[src/rtl/button_conditioner.sv]
// Push-button conditioner: two-flop sync, per-button debounce FSM,
// registered level, press/release pulses, lowest-index press and any-held flag.
module button_conditioner #(
  parameter int N_BTN           = 4,
  parameter int DEBOUNCE_CYCLES = 250_000,
  parameter int CNT_W           = 18
) (
  input  logic             clk,
  input  logic             rst_n,
  input  logic [N_BTN-1:0] btn_raw,
  output logic [N_BTN-1:0] btn_level,
  output logic [N_BTN-1:0] btn_press,
  output logic [N_BTN-1:0] btn_release,
  output logic [N_BTN-1:0] btn_first,
  output logic             btn_any
);

  localparam logic [CNT_W-1:0] CNT_MAX = CNT_W'(DEBOUNCE_CYCLES - 1);

  typedef enum logic [1:0] {
    RELEASED    = 2'd0,
    ARM_PRESS   = 2'd1,
    PRESSED     = 2'd2,
    ARM_RELEASE = 2'd3
  } state_e;

  logic [N_BTN-1:0] s1_q, s2_q;
  logic [N_BTN-1:0] level_d, press_d;
  logic [N_BTN-1:0] first_d, first_q;
  logic             any_q;

  // Two-flop synchroniser for the asynchronous raw inputs
  always_ff @(posedge clk or negedge rst_n) begin
    if (!rst_n) begin
      s1_q <= '0;
      s2_q <= '0;
    end else begin
      s1_q <= btn_raw;
      s2_q <= s1_q;
    end
  end

  for (genvar g = 0; g < N_BTN; g++) begin : g_btn
    state_e           st_q, st_d;
    logic [CNT_W-1:0] cnt_q, cnt_d;
    logic             lvl_q, lvl_d;
    logic             prs_q, prs_d;
    logic             rls_q, rls_d;
    logic             s2;

    assign s2 = s2_q[g];

    // Debounce next-state: qualify each level change over CNT_MAX+1 samples
    always_comb begin
      st_d  = st_q;
      cnt_d = cnt_q;
      prs_d = 1'b0;
      rls_d = 1'b0;
      case (st_q)
        RELEASED: begin
          if (s2) begin
            st_d  = ARM_PRESS;
            cnt_d = '0;
          end
        end
        ARM_PRESS: begin
          if (!s2) begin
            st_d  = RELEASED;
            cnt_d = '0;
          end else if (cnt_q == CNT_MAX) begin
            st_d  = PRESSED;
            cnt_d = '0;
            prs_d = 1'b1;
          end else begin
            cnt_d = cnt_q + 1'b1;
          end
        end
        PRESSED: begin
          if (!s2) begin
            st_d  = ARM_RELEASE;
            cnt_d = '0;
          end
        end
        ARM_RELEASE: begin
          if (s2) begin
            st_d  = PRESSED;
            cnt_d = '0;
          end else if (cnt_q == CNT_MAX) begin
            st_d  = RELEASED;
            cnt_d = '0;
            rls_d = 1'b1;
          end else begin
            cnt_d = cnt_q + 1'b1;
          end
        end
        default: begin
          st_d  = RELEASED;
          cnt_d = '0;
        end
      endcase
      lvl_d = (st_d == PRESSED) || (st_d == ARM_RELEASE);
    end

    // Per-button state, counter and registered outputs
    always_ff @(posedge clk or negedge rst_n) begin
      if (!rst_n) begin
        st_q  <= RELEASED;
        cnt_q <= '0;
        lvl_q <= 1'b0;
        prs_q <= 1'b0;
        rls_q <= 1'b0;
      end else begin
        st_q  <= st_d;
        cnt_q <= cnt_d;
        lvl_q <= lvl_d;
        prs_q <= prs_d;
        rls_q <= rls_d;
      end
    end

    assign level_d[g]     = lvl_d;
    assign press_d[g]     = prs_d;
    assign btn_level[g]   = lvl_q;
    assign btn_press[g]   = prs_q;
    assign btn_release[g] = rls_q;
  end

  // Isolate the lowest set bit of the next press vector
  always_comb begin
    first_d = press_d & (~press_d + N_BTN'(1));
  end

  // Cross-button flags registered alongside the per-button outputs
  always_ff @(posedge clk or negedge rst_n) begin
    if (!rst_n) begin
      first_q <= '0;
      any_q   <= 1'b0;
    end else begin
      first_q <= first_d;
      any_q   <= |level_d;
    end
  end

  assign btn_first = first_q;
  assign btn_any   = any_q;

endmodule

[config.mk]
export PLATFORM = sky130hd
export DESIGN_NAME = button_conditioner
export DESIGN_NICKNAME = d
export VERILOG_FILES = /design/src/rtl/button_conditioner.sv
export SDC_FILE = /design/constraint.sdc
export NUM_CORES = 1
export LEC_CHECK = 0
export ABC_AREA = 0
export CORE_UTILIZATION = 41
export DETAILED_ROUTE_END_ITERATION = 16
export PLACE_DENSITY = 0.57
export SYNTH_ARGS = -nofsm -noshare
export SYNTH_HDL_FRONTEND = slang
export SYNTH_SLANG_ARGS = --single-unit
[constraint.sdc]
create_clock -name clk -period 2.5 [get_ports clk]
set_input_delay 0.75 -clock clk [delete_from_list [all_inputs] [get_ports clk]]
set_output_delay 0.75 -clock clk [all_outputs]
set_load 0.1 [all_outputs]
==> flow_summary.toml, run 1 <==
[global_route]
grtUsageMet1_pct = 25.2
grt_first_pass_wirelength_mm = 19.1
grtUsageMet3_pct = 4.48
antenna_found_initial = 0
top_usage_layer = "met2"
grtUsageTotal_pct = 18.6
grt_pass1_vias = 3846
grt_max_degree = 103
overflow = 0
grt.met2_usage_pct = 28.9

[sta]
min_period_over_period_pct = 94.5
slew_violations = 0
finalWorstSetupSlack_ns = 0.138
worst_pin_slew_ns = 0.786
relSlewSlack_pct = 47.4
finalSetupViolCount = 0
clock_skew_ns = 0.00670
finalHoldViolCount = 0
max_freq_ghz = 0.423
fin_tns_setup_ns = 0
period_minus_slack_ns = 2.36
rsz0062_at_grt = "no"

[placement]
dp_slack_ns = 0.163
dp_hpwl_mm = 7.71
numPortBuffers = 22
place_area_sq_um = 5600
gp_congestion = 0.849

[worst_setup_path]
cp.arrival_ns = 2.58
crit_type = "reg -> reg"
rrSetupSlack_ns = 0.14
end_kind = "flip-flop"
reg2reg_from = "g_btn[1].cnt_q[5]$_DFFE_PN0P_"
rr_worst_depth = 5
crit_path_max_fanout = 6
setup.worst_path.start_class = "flip-flop"
cp.required_ns = 2.72
reg2reg_to = "btn_any$_DFF_PN0_"
critPathCapture = "btn_any$_DFF_PN0_"
cp-startpoint = "g_btn[1].cnt_q[5]$_DFFE_PN0P_"

[die]
die_y_um = 115
start_util_pct = 42.9
num_rows = 40
die_w_um = 115
core_sq_um = 12200
die-area_sq_um = 13200
num_io_pins = 23

[clock_network]
cts.sinks = 102
numCtsBuffers = 9
clk_pin_slew_ns = 0.07
cts_tree = "built"
h-tree-depth = 3
cts_hold_buf = 0
clk_latency_ns = 0.35
cts_setup_buffers = 0
cts_buffer_depth = 2
cts_root_buf = "clkbuf_16"
cts_resized = 0

[synthesis]
synth.cell_area_sq_um = 5240
yosysWarnings = 0
synth-edff-count = 0
syn-num-nets = 560
synth-seq-area-share_pct = 48.7
async_flop_share_pct = 100
syn_area_per_cell_sq_um = 9.53
synthFlopType = "dfrtp_1"
ys_types = 57
ys_seq_elements = 102
synthCells = 550

[detailed_routing]
drt_iter0_markers = 230
drt-total-wl_mm = 11.5
routedWlPerCell_um = 15.5
ant_nets = 0
drc = 0
vias = 4163
dr.pass1.iters = 4
via_per_inst = 5.63

[final_layout]
drive_gt1_share_pct = 13.8
multi_input_area_sq_um = 2460
fillers = 1168
synthToLayoutAreaGrowth_pct = 12.8
seq_area_sq_um = 2550
finalNetCount = 577
design_area_sq_um = 5910
antenna_cells = 0

[job]
max_cap_violations = 0

[power]
seq_power_share_pct = 51.3
p_clk_share_pct = 43.8
switching_share_pct = 23.4
pwr_density_cell_nw_per_um2 = 560
comb_power_share_pct = 4.9
p_leak_nw = 2.51
ir_drop_mv = 0.327
power_switching_mw = 0.775
internal-power_mw = 2.53

[min_path]
min_from = "s1_q[0]$_DFF_PN0_"
min_path_type = "reg -> reg"

[status]
status = "completed"
## cell usage after synthesis (all sizes together), types with 8 or more instances
master | instances | share of area [%]
nand4 | 21 | 2.5
nor4 | 10 | 1.8
a21oi | 30 | 2.9
a22o | 8 | 1.3
and3 | 13 | 1.6
nand2 | 59 | 4.2
a31oi | 36 | 4.3
a21o | 8 | 1.1
nand2b | 9 | 1.1
nand3 | 41 | 4.1
inv | 10 | 0.72
o21ai | 37 | 3.5
clkbuf | 21 | 1.5
nor2 | 26 | 1.9
nor3b | 8 | 1.1
dfrtp | 102 | 49
nor3 | 15 | 1.5
and2 | 8 | 0.98
buf | 15 | 2.2
## layer usage
layer  wire length [um]  vias up
met1               5490     2025
li1                   -     2065
met4                174        0
met5                  0        -
met3                381       11
met2               5440       62
## registers in the layout, indices dropped and copies added (netlist names)
| register | cells |
|---|---|
| btn_any | 1 |
| btn_first | 4 |
| g_btn.cnt_q | 72 |
| g_btn.lvl_q | 3 |
| g_btn.prs_q | 3 |
| g_btn.rls_q | 4 |
| g_btn.st_q | 7 |
| s1_q | 4 |
| s2_q | 4 |
## critical path: stages, from the launching register on
cell and delay [ns]:
dfrtp_1 0.43, or4b_4 0.55, nor4_4 0.29, nand3_2 0.15, mux2_4 0.33, or4_4 0.47
## cells by family after synthesis
group / Yosys count / synth area share, %
simple gates: 236 / 25.2
compound gates: 141 / 16.8
flops: 102 / 48.7
buf+inv: 46 / 4.39
xor+xnor: 13 / 2.17
mux: 8 / 1.84
fa+ha+maj: 4 / 0.955
## metrics by stage
step                power (mW)  utilization, %  cells  hold WS [ns]
detailed placement        1.89            45.9    724         0.336
global route              3.43            48.4    740         0.369
CTS                       3.36            48.4    740         0.351
floorplan                 1.81               -    550         0.331
finish                    3.31            48.4    740         0.349
global placement          1.89            45.9    724         0.334
## worst min path at each step
stage | to | depth (start not counted)
after floorplan | s2_q[0]$_DFF_PN0_ | 0
after global placement | s2_q[2]$_DFF_PN0_ | 0
after detailed placement | s2_q[0]$_DFF_PN0_ | 0
after CTS | s2_q[0]$_DFF_PN0_ | 0
after global routing | s2_q[0]$_DFF_PN0_ | 0
final | s2_q[0]$_DFF_PN0_ | 0
## power groups by stage
stage	clock network, mW	registers [mW]	logic, mW
floorplan	0	1.72	0.0867
global placement	0	1.73	0.163
detailed placement	0	1.73	0.165
CTS	1.50	1.69	0.166
global route	1.55	1.70	0.186
finish	1.45	1.70	0.163
## cell usage in the layout, fill, tap and decap left out, drive strengths merged, types with 5 or more instances in the layout
master | netlist | routed
a21o | 8 | 8
a21oi | 30 | 30
a22o | 8 | 8
a31oi | 36 | 36
a41oi | 7 | 7
and2 | 8 | 8
and3 | 13 | 13
buf | 15 | 38
clkbuf | 21 | 10
dfrtp | 102 | 102
inv | 10 | 11
mux2 | 7 | 7
nand2 | 59 | 59
nand2b | 9 | 9
nand3 | 41 | 41
nand4 | 21 | 21
nor2 | 26 | 26
nor3 | 15 | 15
nor3b | 8 | 8
nor4 | 10 | 10
o21ai | 37 | 37
or4 | 5 | 5
xnor2 | 7 | 7
xor2 | 6 | 6
## cell type report
cell class	instances	area share, %
well taps	168	3.56
multi-input cells	402	41.7
inverters	10	0.635
clock buffers	10	4.04
repair buffers	42	5.72
clock inverters	6	1.19
flip-flops and latches	102	43.2
(Power assumes the default switching activity.)
==> run 2: changes to the inputs <==
--- a/config.mk
+++ b/config.mk
@@ -9,6 +9,7 @@
 export CORE_UTILIZATION = 41
 export DETAILED_ROUTE_END_ITERATION = 16
 export PLACE_DENSITY = 0.57
+export SETUP_SLACK_MARGIN = 0.05
 export SYNTH_ARGS = -nofsm -noshare
 export SYNTH_HDL_FRONTEND = slang
 export SYNTH_SLANG_ARGS = --single-unit
==> constraint.sdc (replaced) <==
create_clock -name clk -period 2.5 [get_ports clk]
set_input_delay 0.25 -clock clk [delete_from_list [all_inputs] [get_ports clk]]
set_output_delay 0.25 -clock clk [all_outputs]
set_load 0.1 [all_outputs]
==> flow_summary.toml, run 2 (synthesized netlist as in run 1, its figures left out) <==
[final_layout]
mostFrequentLayoutCell = "dfrtp_1"
largest_reg_flops = 72
postLayoutCoreUtil_pct = 48.4
fin_cells = 740
reg_top3 = "g_btn.cnt_q: 72 flops, g_btn.st_q: 7 flops"
layout_common_cells = "dfrtp_1, nand2_1, nand3_1, o21ai_0"
antenna_cells = 0
design_area_sq_um = 5910
synthToLayoutAreaGrowth_pct = 12.7
regMostFlops = "g_btn.cnt_q"
finalNetCount = 577
drive_gt1_share_pct = 13.6

[die]
start_util_pct = 42.9
core_sq_um = 12200
die-area_sq_um = 13200
die_y_um = 115
num_rows = 40
die_w_um = 115
num_io_pins = 23

[global_route]
grt_first_pass_wirelength_mm = 19.4
grt_max_degree = 103
overflow = 0
grtUsageTotal_pct = 19.0
antenna_found_initial = 0
grt_pass1_vias = 3882

[detailed_routing]
ant_nets = 0
drt-total-wl_mm = 11.4
drc = 0
vias = 4138
via_per_inst = 5.59
dr.pass1.iters = 5
routedWlPerCell_um = 15.3
drt_iter0_markers = 295

[job]
max_cap_violations = 0

[placement]
dp_hpwl_mm = 7.67
dp_slack_ns = 0.162
numPortBuffers = 22
place_area_sq_um = 5590
placedCellCount = 723
gp_congestion = 0.813

[worst_setup_path]
setup.worst_path.start_class = "flip-flop"
crit_path_max_fanout = 6
reg2reg_to = "btn_any$_DFF_PN0_"
crit_type = "reg -> reg"
crit_family = "simple AND/OR/NAND/NOR gates"
rrSetupSlack_ns = 0.16
cp.required_ns = 2.72
cp-startpoint = "g_btn[1].cnt_q[5]$_DFFE_PN0P_"
slowest_delay_ns = 0.56
rr_worst_depth = 5
cp.arrival_ns = 2.57
critPathCapture = "btn_any$_DFF_PN0_"
cp.buffers_inverters = 0
end_kind = "flip-flop"
reg2reg_from = "g_btn[1].cnt_q[5]$_DFFE_PN0P_"
crit_cells = 5
cp_slowest_cell = "or4b_4"
path_cells = "or4b_4 -> nor4_4 -> nand3_2 -> mux2_4 -> or4_4"

[clock_network]
cts.sinks = 102
numCtsBuffers = 9
cts_root_buf = "clkbuf_16"
cts_buffer_depth = 2
h-tree-depth = 3
clk_latency_ns = 0.35
clk_pin_slew_ns = 0.07
cts_tree = "built"

[sta]
rsz0062_at_grt = "no"
holdWs_ns = 0.329
worst_pin_slew_ns = 0.748
min_period_over_period_pct = 93.7
max_freq_ghz = 0.427
period_minus_slack_ns = 2.34
slew_violations = 0
finalSetupViolCount = 0
relSlewSlack_pct = 49.9
finalWorstSetupSlack_ns = 0.156
fin_tns_setup_ns = 0
finalHoldViolCount = 0
clock_skew_ns = 0.00556

[min_path]
min_path_type = "in -> reg"

[status]
status = "completed"

[power]
p_leak_nw = 2.52
total_power_mw = 3.28
ir_drop_mv = 0.420
pwr_density_cell_nw_per_um2 = 556
==> run 2: layer usage <==
layer / wire [um] / part of all wire (%) / vias up / global-route usage (%)
met5: 0 / 0 / - / 0
met4: 90 / 0.79 / 0 / 5.97
met3: 359 / 3.2 / 6 / 4.74
met2: 5400 / 48 / 54 / 29.4
met1: 5500 / 48 / 2011 / 26.1
li1: - / - / 2067 / -
==> run 2: final cells by class <==
class                   count  area (sq um)
clock inverters             5          57.6
inverters                  10          37.5
flip-flops and latches    102          2550
well taps                 168           210
fillers                  1180          6310
clock buffers              11           243
repair buffers             42           340
multi-input cells         402          2460
==> run 2: report_power, final <==
part / switching [mW] / internal, mW
clock network: 0.619 / 0.806
logic: 0.110 / 0.0534
registers: 0.0249 / 1.67
total: 0.754 / 2.53
==> run 2: repair_timing <==
item / in CTS / in global routing
resized for setup: 0 / 1
setup endpoints to repair: 0 / 1
hold buffers: 1 / 0
buffers inserted: 0 / 0
endpoints found under the hold margin: 79 / 0
==> run 2: worst min path at each step <==
stage,depth (start not counted),startpoint,slack [ns],to
2_1_floorplan,0,rst_n,-0.05,btn_any$_DFF_PN0_
3_3_place_gp,0,s1_q[2]$_DFF_PN0_,0.34,s2_q[2]$_DFF_PN0_
3_5_place_dp,0,s1_q[0]$_DFF_PN0_,0.34,s2_q[0]$_DFF_PN0_
4_1_cts,1,btn_raw[2],0.32,s1_q[2]$_DFF_PN0_
5_1_grt,1,btn_raw[3],0.32,s1_q[3]$_DFF_PN0_
6_report,1,btn_raw[2],0.33,s1_q[2]$_DFF_PN0_
==> run 3: changes to the inputs <==
--- a/config.mk
+++ b/config.mk
@@ -6,9 +6,9 @@
 export NUM_CORES = 1
 export LEC_CHECK = 0
 export ABC_AREA = 0
-export CORE_UTILIZATION = 41
+export CORE_UTILIZATION = 47
 export DETAILED_ROUTE_END_ITERATION = 16
-export PLACE_DENSITY = 0.57
+export PLACE_DENSITY = 0.66
 export SETUP_SLACK_MARGIN = 0.05
 export SYNTH_ARGS = -nofsm -noshare
 export SYNTH_HDL_FRONTEND = slang
==> flow_summary.toml, run 3 (synthesized netlist as in run 1, its figures left out) <==
[sta]
relSlewSlack_pct = 46.1
rsz0062_at_grt = "no"
min_period_over_period_pct = 93.9
finalSetupViolCount = 0
finalWorstSetupSlack_ns = 0.152
finalHoldViolCount = 0
slew_violations = 0
holdWs_ns = 0.290
max_freq_ghz = 0.426
period_minus_slack_ns = 2.35
fin_tns_setup_ns = 0
clock_skew_ns = 0.00895
worst_pin_slew_ns = 0.808

[placement]
dp_slack_ns = 0.155
numPortBuffers = 22
placedCellCount = 698
dp_hpwl_mm = 7.54
gp_congestion = 0.852

[detailed_routing]
drt-total-wl_mm = 11.1
drc = 0
vias = 4270
ant_nets = 0
drt_iter0_markers = 184
via_per_inst = 5.97
dr.pass1.iters = 4
routedWlPerCell_um = 15.5

[global_route]
antenna_found_initial = 0
grt_first_pass_wirelength_mm = 19.2
grt_pass1_vias = 4091
grt_max_degree = 55
overflow = 0
grtUsageTotal_pct = 21.3

[worst_setup_path]
cp.buffers_inverters = 0
crit_family = "simple AND/OR/NAND/NOR gates"
cp.required_ns = 2.76
end_kind = "flip-flop"
slowest_delay_ns = 0.58
crit_type = "reg -> reg"
cp_slowest_cell = "or4b_4"
setup.worst_path.start_class = "flip-flop"
path_cells = "or4b_4 -> nor4_4 -> nand3_2 -> mux2_4 -> or4_4"
cp.arrival_ns = 2.61
crit_path_max_fanout = 7

[die]
core_sq_um = 10800
num_rows = 38
die-area_sq_um = 11600
num_io_pins = 23
die_w_um = 108
die_y_um = 108
start_util_pct = 48.3

[clock_network]
clk_latency_ns = 0.39
cts_setup_buffers = 0
numCtsBuffers = 9
cts_tree = "built"
cts_root_buf = "clkbuf_8"
cts.sinks = 102
h-tree-depth = 3
clk_pin_slew_ns = 0.10
cts_buffer_depth = 2

[final_layout]
fin_cells = 715
reg_top3 = "g_btn.cnt_q: 72 flops, g_btn.st_q: 7 flops"
seq_area_sq_um = 2550
finalNetCount = 580
antenna_cells = 0
regMostFlops = "g_btn.cnt_q"
synthToLayoutAreaGrowth_pct = 10.5
mostFrequentLayoutCell = "dfrtp_1"
fillers = 987
multi_input_area_sq_um = 2470
largest_reg_flops = 72
layout_common_cells = "dfrtp_1, nand2_1, buf_4, nand3_1, o21ai_0"
drive_gt1_share_pct = 14.6

[job]
max_cap_violations = 0

[power]
p_leak_nw = 2.47
ir_drop_mv = 0.388
pwr_density_cell_nw_per_um2 = 498

[status]
status = "completed"

[min_path]
min_path_type = "in -> reg"
## run 3: changes by cell type in the layout (fill, tap and decap cells not counted), moves of 2 or more
cell	change
buf_4	+3
clkbuf_16	-9
clkbuf_8	+10
clkinv_2	-2
clkinv_4	+2
## run 3: area by class of cell
type / instances / share of cell area, %
flip-flops and latches: 102 / 44.1
multi-input cells: 402 / 42.6
repair buffers: 45 / 6.26
well taps: 140 / 3.02
clock buffers: 11 / 2.61
clock inverters: 5 / 0.735
inverters: 10 / 0.648
## run 3: worst paths after layout
kind,slack [ns],end,startpoint,cells after the start
hold reg to reg,0.36,s2_q[0]$_DFF_PN0_,s1_q[0]$_DFF_PN0_,0
min in group asynchronous,0.43,g_btn[0].cnt_q[17]$_DFFE_PN0P_,rst_n,2
setup reg to reg,0.15,btn_any$_DFF_PN0_,g_btn[1].cnt_q[10]$_DFFE_PN0P_,5
setup / recovery,0.15,btn_any$_DFF_PN0_,g_btn[1].cnt_q[10]$_DFFE_PN0P_,5
hold / removal,0.29,s1_q[0]$_DFF_PN0_,btn_raw[0],1
max in group asynchronous,1.35,g_btn[1].cnt_q[10]$_DFFE_PN0P_,rst_n,3
## run 3: report_power, final
part / switching, mW / internal, mW
sequential: 0.0248 / 1.67
combinational: 0.111 / 0.0563
clock: 0.596 / 0.425
total: 0.732 / 2.15
## run 3: metal layers
layer | global-route usage [%] | share of wire (%)
met1 | 28.0 | 48
met2 | 33.5 | 47
met3 | 5.21 | 3.5
met4 | 9.00 | 2.0
met5 | 0 | 0
## run 3: worst register-to-register path: cells and delay by family (launching register included)
kind	cells	cell delay (ns)
mux	1	0.33
simple gates	4	1.45
flops	1	0.46
## run 3: what timing repair did
item	4_1_cts	5_1_grt
hold buffers	1	0
hold endpoints to repair	48	0
endpoints found under the setup margin	0	3
gates resized for setup	0	4
## run 3: metrics by stage
step	area, sq um	util [%]	total power [mW]
6_report	5790	53.4	2.88
5_1_grt	5790	53.4	3.02
4_1_cts	5780	53.3	2.93
3_5_place_dp	5580	51.4	1.89
3_3_place_gp	5580	51.4	1.89
2_1_floorplan	5240	-	1.81
